### src/rtl/wr_seq_pkg.sv
// Shared definitions for the write-strobe sequencer: FSM state encoding and
// burst mode constants.
package wr_seq_pkg;

  typedef enum logic [1:0] {
    ST_IDLE  = 2'd0,
    ST_WAIT  = 2'd1,
    ST_WRITE = 2'd2,
    ST_DONE  = 2'd3
  } state_e;

  localparam logic MODE_ONESHOT = 1'b0;
  localparam logic MODE_CONT    = 1'b1;

endpackage

### src/rtl/strobe_gap_timer.sv
// Down-counter that times the idle gap between write strobes; expire flags
// the last idle cycle (gap = 1).
module strobe_gap_timer #(
  parameter int CNT_W = 8
) (
  input  logic             clk,
  input  logic             rst,
  input  logic             load,
  input  logic [CNT_W-1:0] load_val,
  input  logic             dec,
  output logic             expire
);

  logic [CNT_W-1:0] gap_q, gap_d;

  always_comb begin
    gap_d = gap_q;
    if (load) begin
      gap_d = load_val;
    end else if (dec && (gap_q != '0)) begin
      gap_d = gap_q - 1'b1;
    end
  end

  always_ff @(posedge clk or posedge rst) begin
    if (rst) gap_q <= '0;
    else     gap_q <= gap_d;
  end

  assign expire = (gap_q == CNT_W'(1));

endmodule

### src/rtl/wr_strobe_sequencer.sv
// Register-file write-strobe sequencer: bursts of num_writes strobes spaced
// period+1 cycles apart, with incrementing address/data, one-shot or continuous.
module wr_strobe_sequencer
  import wr_seq_pkg::*;
#(
  parameter int ADDR_W = 4,
  parameter int DATA_W = 32,
  parameter int CNT_W  = 8
) (
  input  logic              clk,
  input  logic              rst,
  input  logic              start,
  input  logic              stop,
  input  logic              mode,
  input  logic [CNT_W-1:0]  period,
  input  logic [CNT_W-1:0]  num_writes,
  input  logic [ADDR_W-1:0] base_addr,
  input  logic [DATA_W-1:0] data_seed,
  input  logic [DATA_W-1:0] data_step,
  output logic              wr_en,
  output logic [ADDR_W-1:0] wr_addr,
  output logic [DATA_W-1:0] wr_data,
  output logic              busy,
  output logic              done,
  output logic [CNT_W-1:0]  wr_count
);

  state_e            state_q, state_d;
  logic [CNT_W-1:0]  count_q, count_d, count_inc;
  logic [CNT_W-1:0]  period_q, period_d, num_q, num_d;
  logic              mode_q, mode_d;
  logic [ADDR_W-1:0] base_q, base_d, cur_addr_q, cur_addr_d;
  logic [DATA_W-1:0] seed_q, seed_d, step_q, step_d, cur_data_q, cur_data_d;
  logic              tmr_load, tmr_dec, tmr_expire;
  logic [CNT_W-1:0]  tmr_val;

  strobe_gap_timer #(.CNT_W(CNT_W)) u_gap (
    .clk      (clk),
    .rst      (rst),
    .load     (tmr_load),
    .load_val (tmr_val),
    .dec      (tmr_dec),
    .expire   (tmr_expire)
  );

  always_comb begin
    state_d    = state_q;
    count_d    = count_q;
    period_d   = period_q;
    num_d      = num_q;
    mode_d     = mode_q;
    base_d     = base_q;
    seed_d     = seed_q;
    step_d     = step_q;
    cur_addr_d = cur_addr_q;
    cur_data_d = cur_data_q;
    count_inc  = count_q + 1'b1;
    tmr_load   = 1'b0;
    tmr_dec    = 1'b0;
    tmr_val    = period_q;

    unique case (state_q)
      ST_IDLE: begin
        // stop outranks start, so a simultaneous pair leaves us idle
        if (start && !stop) begin
          period_d   = period;
          num_d      = num_writes;
          mode_d     = mode;
          base_d     = base_addr;
          seed_d     = data_seed;
          step_d     = data_step;
          cur_addr_d = base_addr;
          cur_data_d = data_seed;
          count_d    = '0;
          tmr_val    = period;
          if (num_writes == '0) begin
            state_d = ST_DONE;
          end else if (period == '0) begin
            state_d = ST_WRITE;
          end else begin
            state_d  = ST_WAIT;
            tmr_load = 1'b1;
          end
        end
      end
      ST_WAIT: begin
        if (stop) begin
          state_d = ST_DONE;
        end else if (tmr_expire) begin
          state_d = ST_WRITE;
        end else begin
          tmr_dec = 1'b1;
        end
      end
      ST_WRITE: begin
        count_d    = count_inc;
        cur_addr_d = cur_addr_q + 1'b1;
        cur_data_d = cur_data_q + step_q;
        if ((count_inc == num_q) && (mode_q == MODE_CONT)) begin
          count_d    = '0;
          cur_addr_d = base_q;
          cur_data_d = seed_q;
        end
        if (stop || ((count_inc == num_q) && (mode_q == MODE_ONESHOT))) begin
          state_d = ST_DONE;
        end else if (period_q == '0) begin
          state_d = ST_WRITE;
        end else begin
          state_d  = ST_WAIT;
          tmr_load = 1'b1;
        end
      end
      ST_DONE: begin
        state_d = ST_IDLE;
      end
      default: state_d = ST_IDLE;
    endcase
  end

  always_ff @(posedge clk or posedge rst) begin
    if (rst) begin
      state_q <= ST_IDLE;
      count_q <= '0;
    end else begin
      state_q <= state_d;
      count_q <= count_d;
    end
  end

  // Burst parameters and running address/data need no reset: outputs are gated by state
  always_ff @(posedge clk) begin
    period_q   <= period_d;
    num_q      <= num_d;
    mode_q     <= mode_d;
    base_q     <= base_d;
    seed_q     <= seed_d;
    step_q     <= step_d;
    cur_addr_q <= cur_addr_d;
    cur_data_q <= cur_data_d;
  end

  assign wr_en    = (state_q == ST_WRITE);
  assign busy     = (state_q == ST_WAIT) || (state_q == ST_WRITE);
  assign done     = (state_q == ST_DONE);
  assign wr_count = count_q;
  assign wr_addr  = wr_en ? cur_addr_q : '0;
  assign wr_data  = wr_en ? cur_data_q : '0;

endmodule

### config.mk
export PLATFORM = sky130hd
export DESIGN_NAME = wr_strobe_sequencer
export DESIGN_NICKNAME = d
export VERILOG_FILES = /design/src/rtl/wr_seq_pkg.sv /design/src/rtl/strobe_gap_timer.sv /design/src/rtl/wr_strobe_sequencer.sv
export SDC_FILE = /design/constraint.sdc
export NUM_CORES = 1
export LEC_CHECK = 0
export BUFFER_PORTS_ARGS = -buffer_cell sky130_fd_sc_hd__buf_4
export CELL_PAD_IN_SITES_DETAIL_PLACEMENT = 1
export CELL_PAD_IN_SITES_GLOBAL_PLACEMENT = 2
export CORE_ASPECT_RATIO = 1.5
export CORE_UTILIZATION = 36
export CTS_CLUSTER_DIAMETER = 60
export DETAILED_ROUTE_END_ITERATION = 16
export GPL_ROUTABILITY_DRIVEN = 0
export GPL_TIMING_DRIVEN = 1
export PLACE_DENSITY_LB_ADDON = 0.1
export SLEW_MARGIN = 15
export SYNTH_ARGS = -nofsm -noshare
export SYNTH_HDL_FRONTEND = slang
export SYNTH_SLANG_ARGS = --single-unit
### constraint.sdc
create_clock -name clk -period 7.75 [get_ports clk]
set_clock_uncertainty 0.15 [all_clocks]
set_input_delay 0.3875 -clock clk [delete_from_list [all_inputs] [get_ports clk]]
set_output_delay 0.3875 -clock clk [all_outputs]
set_load 0.05 [all_outputs]
==> results of run 1 <==
[final cells by class]
type                            instances  area, um^2
Sequential cell                       139        4000
Clock buffer                           20         457
Timing Repair Buffer                  218        1830
Multi-Input combinational cell        534        3530
Inverter                               23        86.3
Clock inverter                         12         146
Tap cell                              268         335
Fill cell                            2312       10700
Antenna cell                            1        2.50
[repair_timing]
| item | 4_1_cts | 5_1_grt |
|---|---|---|
| hold buffers | 78 | 0 |
| gates resized for setup | 0 | 0 |
| hold endpoints to repair | 95 | 0 |
| setup endpoints to repair | 0 | 0 |
[placed cells by master (no fill, tap or decap), types with 6 or more instances in the layout]
cell type | Yosys | final
and3_1 | 7 | 7
and2_1 | 39 | 39
or3_1 | 7 | 7
buf_4 | 0 | 140
xnor2_1 | 26 | 26
edfxtp_1 | 113 | 113
nand2_1 | 60 | 60
o21ai_0 | 43 | 43
clkbuf_16 | 0 | 17
a21o_1 | 12 | 12
dlygate4sd3_1 | 0 | 78
ha_1 | 39 | 38
xor2_1 | 13 | 13
nor3_1 | 12 | 11
mux2_2 | 14 | 14
nand3_1 | 10 | 10
inv_1 | 23 | 22
dfrtp_1 | 18 | 18
a21oi_1 | 52 | 52
mux2i_1 | 8 | 8
o21a_1 | 6 | 6
dfxtp_1 | 8 | 8
nor2_1 | 71 | 71
a31oi_1 | 17 | 17
nor4_1 | 7 | 7
o31ai_1 | 11 | 11
nor2b_1 | 8 | 8
o211ai_1 | 6 | 6
[registers in the layout, summed over array words and instances (netlist names)]
| signal | count |
|---|---|
| period_q | 8 |
| step_q | 32 |
| cur_data_q | 32 |
| base_q | 4 |
| cur_addr_q | 4 |
| num_q | 8 |
| wr_count | 8 |
| state_q | 2 |
| mode_q | 1 |
| u_gap.gap_q | 8 |
| seed_q | 32 |
[metal layers]
layer  wire length (um)  global-route usage  share of wire  up-vias
met5                  0                   0              0        -
met4                705              0.0988          0.032        0
met3                689              0.0385          0.031       37
met2              12100               0.396           0.55      120
met1               8630               0.224           0.39     3058
li1                   -                   -              -     3076
[per-stage QoR]
| stage | hold slack (ps) | utilization | cells | power, mW | area [um^2] |
|---|---|---|---|---|---|
| after floorplan | 176 | - | 725 | 2.33 | 7720 |
| after global placement | 343 | 0.427 | 1104 | 2.76 | 9000 |
| after detailed placement | 350 | 0.427 | 1104 | 2.80 | 9000 |
| after CTS | 37.4 | 0.493 | 1214 | 3.69 | 10400 |
| after global routing | 50.2 | 0.493 | 1215 | 3.88 | 10400 |
| final | 54.7 | 0.493 | 1215 | 3.64 | 10400 |
[report_power, final]
part | switching [mW] | internal [mW] | total, mW
registers | 0.111 | 1.03 | 1.14
clock network | 0.321 | 0.520 | 0.841
logic | 1.03 | 0.631 | 1.66
[path summary, 6_finish.rpt]
kind                                         start                         end  cells after the start  slack, ps
setup / recovery           wr_count[0]$_DFFE_PP0P_     wr_count[4]$_DFFE_PP0P_                     10       4040
hold / removal                           period[7]         period_q[7]$_DFF_P_                      2         50
setup reg to reg           wr_count[0]$_DFFE_PP0P_     wr_count[4]$_DFFE_PP0P_                     10       4040
hold reg to reg                period_q[7]$_DFF_P_         period_q[7]$_DFF_P_                      1        360
max in group asynchronous                      rst  u_gap.gap_q[5]$_DFFE_PP0P_                      3       6410
min in group asynchronous                      rst     wr_count[4]$_DFFE_PP0P_                      3        530
[logic make-up (layout without fill, tap and decap cells)]
group           count (synthesis)  in the layout
flops                         139            139
other cells                     0              1
fa+ha+maj                      40             40
mux                            22             22
simple gates                  248            248
buf+inv                        52            273
xor+xnor                       40             40
compound gates                184            184
[worst max-delay path: stages (launching register included)]
cell     delay, ps
dfrtp_1        450
ha_1           310
and3_1         230
and3_1         220
xnor2_1        200
nor4b_2        330
nand2_1        700
nand3_1        640
nor2_1          70
o21ai_0        160
o31ai_1        110
[synth_stat cells, drive strengths merged (10+ instances only)]
cell,count,area share
dfrtp,18,0.058
mux2,14,0.020
clkbuf,24,0.012
nor2,71,0.035
ha,39,0.063
nor3,12,0.0078
nand2,60,0.029
and2,39,0.032
a21oi,56,0.038
a21o,12,0.012
xnor2,26,0.029
o31ai,11,0.011
o21ai,43,0.028
nand3,10,0.0065
inv,23,0.011
a31oi,17,0.014
xor2,13,0.015
edfxtp,113,0.44
==> impl_metrics.toml, run 1 <==
[pwr]
p_leak_nw = 4.15
peakVddDrop_uv = 296
power_density_nw_per_um2 = 351

[detailed_routing]
drtPass1Iterations = 4
vias_per_cell = 5.18
vias = 6291
drt_iter0_drc = 246
wl_per_cell_um = 18.2
drt-total-wl_mm = 22.1
drtAntennaViolNets = 0
drc = 0

[yosys]
synth-seq-cells = 139
avgSynthCellArea_um2 = 10.6
synth_cell_types = 57
synth_edf_count = 113
syn_inst = 725
synth_mux_area_frac = 0.0308
synthArstFlopShare = 0.129
ys_warn_count = 0
synthSimpleGateAreaFrac = 0.158
synth.net_count = 854
synth_top_family_by_area = "simple AND/OR/NAND/NOR gates"
ys.flop_type = "edfxtp_1"
synth-xor-area-share = 0.0472
synth_compound_area_frac = 0.152
synth_fa_ha_area_frac = 0.0658
ys_seq_area_frac = 0.519
syn_area_um2 = 7720

[grt]
grt_pass1_wl_mm = 35.3
grt_pass1_vias = 6980
grt_use_total = 0.212
overflow = 0
grt_max_degree = 87
antenna_found_initial = 1

[cts]
path_clk_slew_ps = 60
htree_levels = 4
cts_made_buffers = 17
clk_latency_ps = 440
cts_setup_buffers = 0
root_buffer = "clkbuf_16"
cts_tree = "built"
cts_sinks = 139
clk_path_buf_depth = 2

[timing]
tightest_slew_ps = 1050
finalCriticalPeriod_ps = 3710
finalHoldViolCount = 0
slew_headroom = 0.297
rsz0062_at_grt = "no"
finalSetupViolCount = 0
fmax_mhz = 270
tns_ps = 0
slew_violations = 0
post-route-period-util = 0.478
setup_ws_ps = 4040

[placement]
dpl.hpwl_mm = 15.4
io_buffers = 135
dp_slack_ps = 4010

[run_status]
status = "complete, no violations"

[layout]
nets = 1062
area_delta_synth_final_pct = 34.6
drive_gt1_frac = 0.208

[die]
coreArea_um2 = 21100
die-width_um = 122
die_area_um2 = 22000
core.rowCount = 65
pin_count = 136
start_util = 0.367
die_h_um = 181

[setup_path]
crit_path_end_kind = "flop"
worstPathArrival_ps = 3860
cp-start-kind = "flop"
cp.required_ps = 7900
critical_path_class = "reg2reg"
worstPathMaxFanout = 24

[hold_path]
worstHoldPathType = "in2reg"

[run]
maxCapViolCount = 0
No activity file was read; power rests on OpenSTA's default activity.
==> run 2, diff against run 1 <==
- CORE_UTILIZATION: 36 -> 33
- clock period: 7.75 -> 3.4 ns (I/O delays scaled with it)
==> run 2 against run 1 <==
Against the previous run:
- maximum frequency is 15% higher
- clock power increased by 120%
- die area grew 9.0%
- critical endpoint is now cur_data_q[31]$_DFFE_PP_
==> impl_metrics.toml, run 2 (synthesis results as in run 1) <==
[run_status]
status = "complete, no violations"

[layout]
area_delta_synth_final_pct = 37.8
drive_gt1_frac = 0.221
final_core_util = 0.463
reg_top3 = "cur_data_q (32), seed_q (32), step_q (32)"
mostFrequentLayoutCell = "buf_4"
nets = 1087
layout_common_cells = "buf_4 (155), edfxtp_1 (113), dlygate4sd3_1 (86)"

[setup_path]
worstPathArrival_ps = 3240
cp.required_ps = 3420
reg2reg_depth = 10
worstSetupStartpoint = "step_q[16]$_DFFE_PP_"
crit_path_end_kind = "flop"
worstSetupEndpoint = "cur_data_q[31]$_DFFE_PP_"
worstPathMaxFanout = 7
cp-start-kind = "flop"
r2r_slack_ps = 180
reg2reg_to = "cur_data_q[31]$_DFFE_PP_"
reg2reg_from = "step_q[16]$_DFFE_PP_"
critical_path_class = "reg2reg"

[detailed_routing]
drt_iter0_drc = 213
vias_per_cell = 5.07
vias = 6351
wl_per_cell_um = 18.5
drc = 0
drt-total-wl_mm = 23.2
drtPass1Iterations = 4
drtAntennaViolNets = 0

[timing]
finalSetupViolCount = 0
finalHoldViolCount = 0
tns_ps = 0
setup_ws_ps = 178
tightest_slew_ps = 899
finalCriticalPeriod_ps = 3220
post-route-period-util = 0.948
rsz0062_at_grt = "no"
fmax_mhz = 310
slew_violations = 0
slew_headroom = 0.401

[hold_path]
worstHoldPathType = "in2reg"

[cts]
clk_latency_ps = 430
htree_levels = 4
path_clk_slew_ps = 60
cts_setup_buffers = 0
clk_path_buf_depth = 2
root_buffer = "clkbuf_16"
cts_made_buffers = 17
cts_tree = "built"
cts_sinks = 139

[grt]
grt_use_total = 0.198
grt_pass1_vias = 7029
grt_max_degree = 87
antenna_found_initial = 1
grt_pass1_wl_mm = 36.5
overflow = 0

[die]
start_util = 0.336
die_area_um2 = 24000
coreArea_um2 = 23000
pin_count = 136
die_h_um = 189
core.rowCount = 68
die-width_um = 127

[placement]
dpl.hpwl_mm = 16.2
io_buffers = 135
dp_slack_ps = 143

[run]
maxCapViolCount = 0

[pwr]
p_leak_nw = 4.26
power_density_nw_per_um2 = 794
peakVddDrop_uv = 638
[run 2: changes by cell type in the layout (fill, tap and decap cells not counted), sizes merged]
cell	previous run	this run
buf	140	157
dlygate4sd3	78	86
clkbuf	20	22
clkinv	8	6
[run 2: cell type report]
class / instances / area (um^2)
fillers: 2533 / 12300
inverters: 23 / 90.1
clock buffers: 22 / 454
clock inverters: 10 / 125
diodes: 1 / 2.50
multi-input cells: 534 / 3550
repair buffers: 243 / 2060
flip-flops and latches: 139 / 4000
well taps: 280 / 350
[run 2: worst min path at each step]
stage,slack (ps),from,cells after the start,end
detailed placement,200,data_step[29],1,step_q[29]$_DFFE_PP_
finish,110,stop,4,state_q[0]$_DFFE_PP0P_
floorplan,-40,rst,1,state_q[0]$_DFFE_PP0P_
global route,110,stop,4,state_q[0]$_DFFE_PP0P_
CTS,80,stop,4,state_q[0]$_DFFE_PP0P_
global placement,200,data_step[7],1,step_q[7]$_DFFE_PP_
[run 2: layer usage]
metal	vias up	wire [um]	global-route usage
met5	-	0	0
met4	0	307	0.0591
met3	19	594	0.0348
met2	118	12900	0.384
met1	3091	9380	0.216
li1	3123	-	-
[run 2: timing repair]
action / 4_1_cts / 5_1_grt
hold buffers: 86 / 0
gates resized for setup: 0 / 5
setup endpoints to repair: 0 / 6
endpoints found under the hold margin: 143 / 0
[run 2: stage by stage]
stage / instance area [um^2] / std cells / hold WS, ps / power (mW)
6_report: 10600 / 1252 / 114 / 8.44
5_1_grt: 10600 / 1252 / 109 / 8.98
4_1_cts: 10600 / 1251 / 84.8 / 8.53
3_5_place_dp: 9180 / 1133 / 199 / 6.52
3_3_place_gp: 9180 / 1133 / 200 / 6.43
2_1_floorplan: 7730 / 725 / -41.4 / 5.30
[run 2: where the power goes]
| part | leakage [nW] | switching [mW] | total, mW | internal [mW] |
|---|---|---|---|---|
| logic | 2.65 | 2.42 | 3.96 | 1.53 |
| clock network | 0.283 | 0.723 | 1.88 | 1.16 |
| registers | 1.33 | 0.246 | 2.60 | 2.35 |
| total | 4.26 | 3.39 | 8.44 | 5.05 |
[run 2: worst max-delay path, cell delays in order (launching register included)]
cell and delay, ps:
edfxtp_1 390, ha_1 430, a21oi_1 240, o21ai_0 140
a211o_1 310, a21oi_1 210, a211o_1 200, a21oi_1 90
o41ai_1 450, mux2i_1 230, nand3_1 110
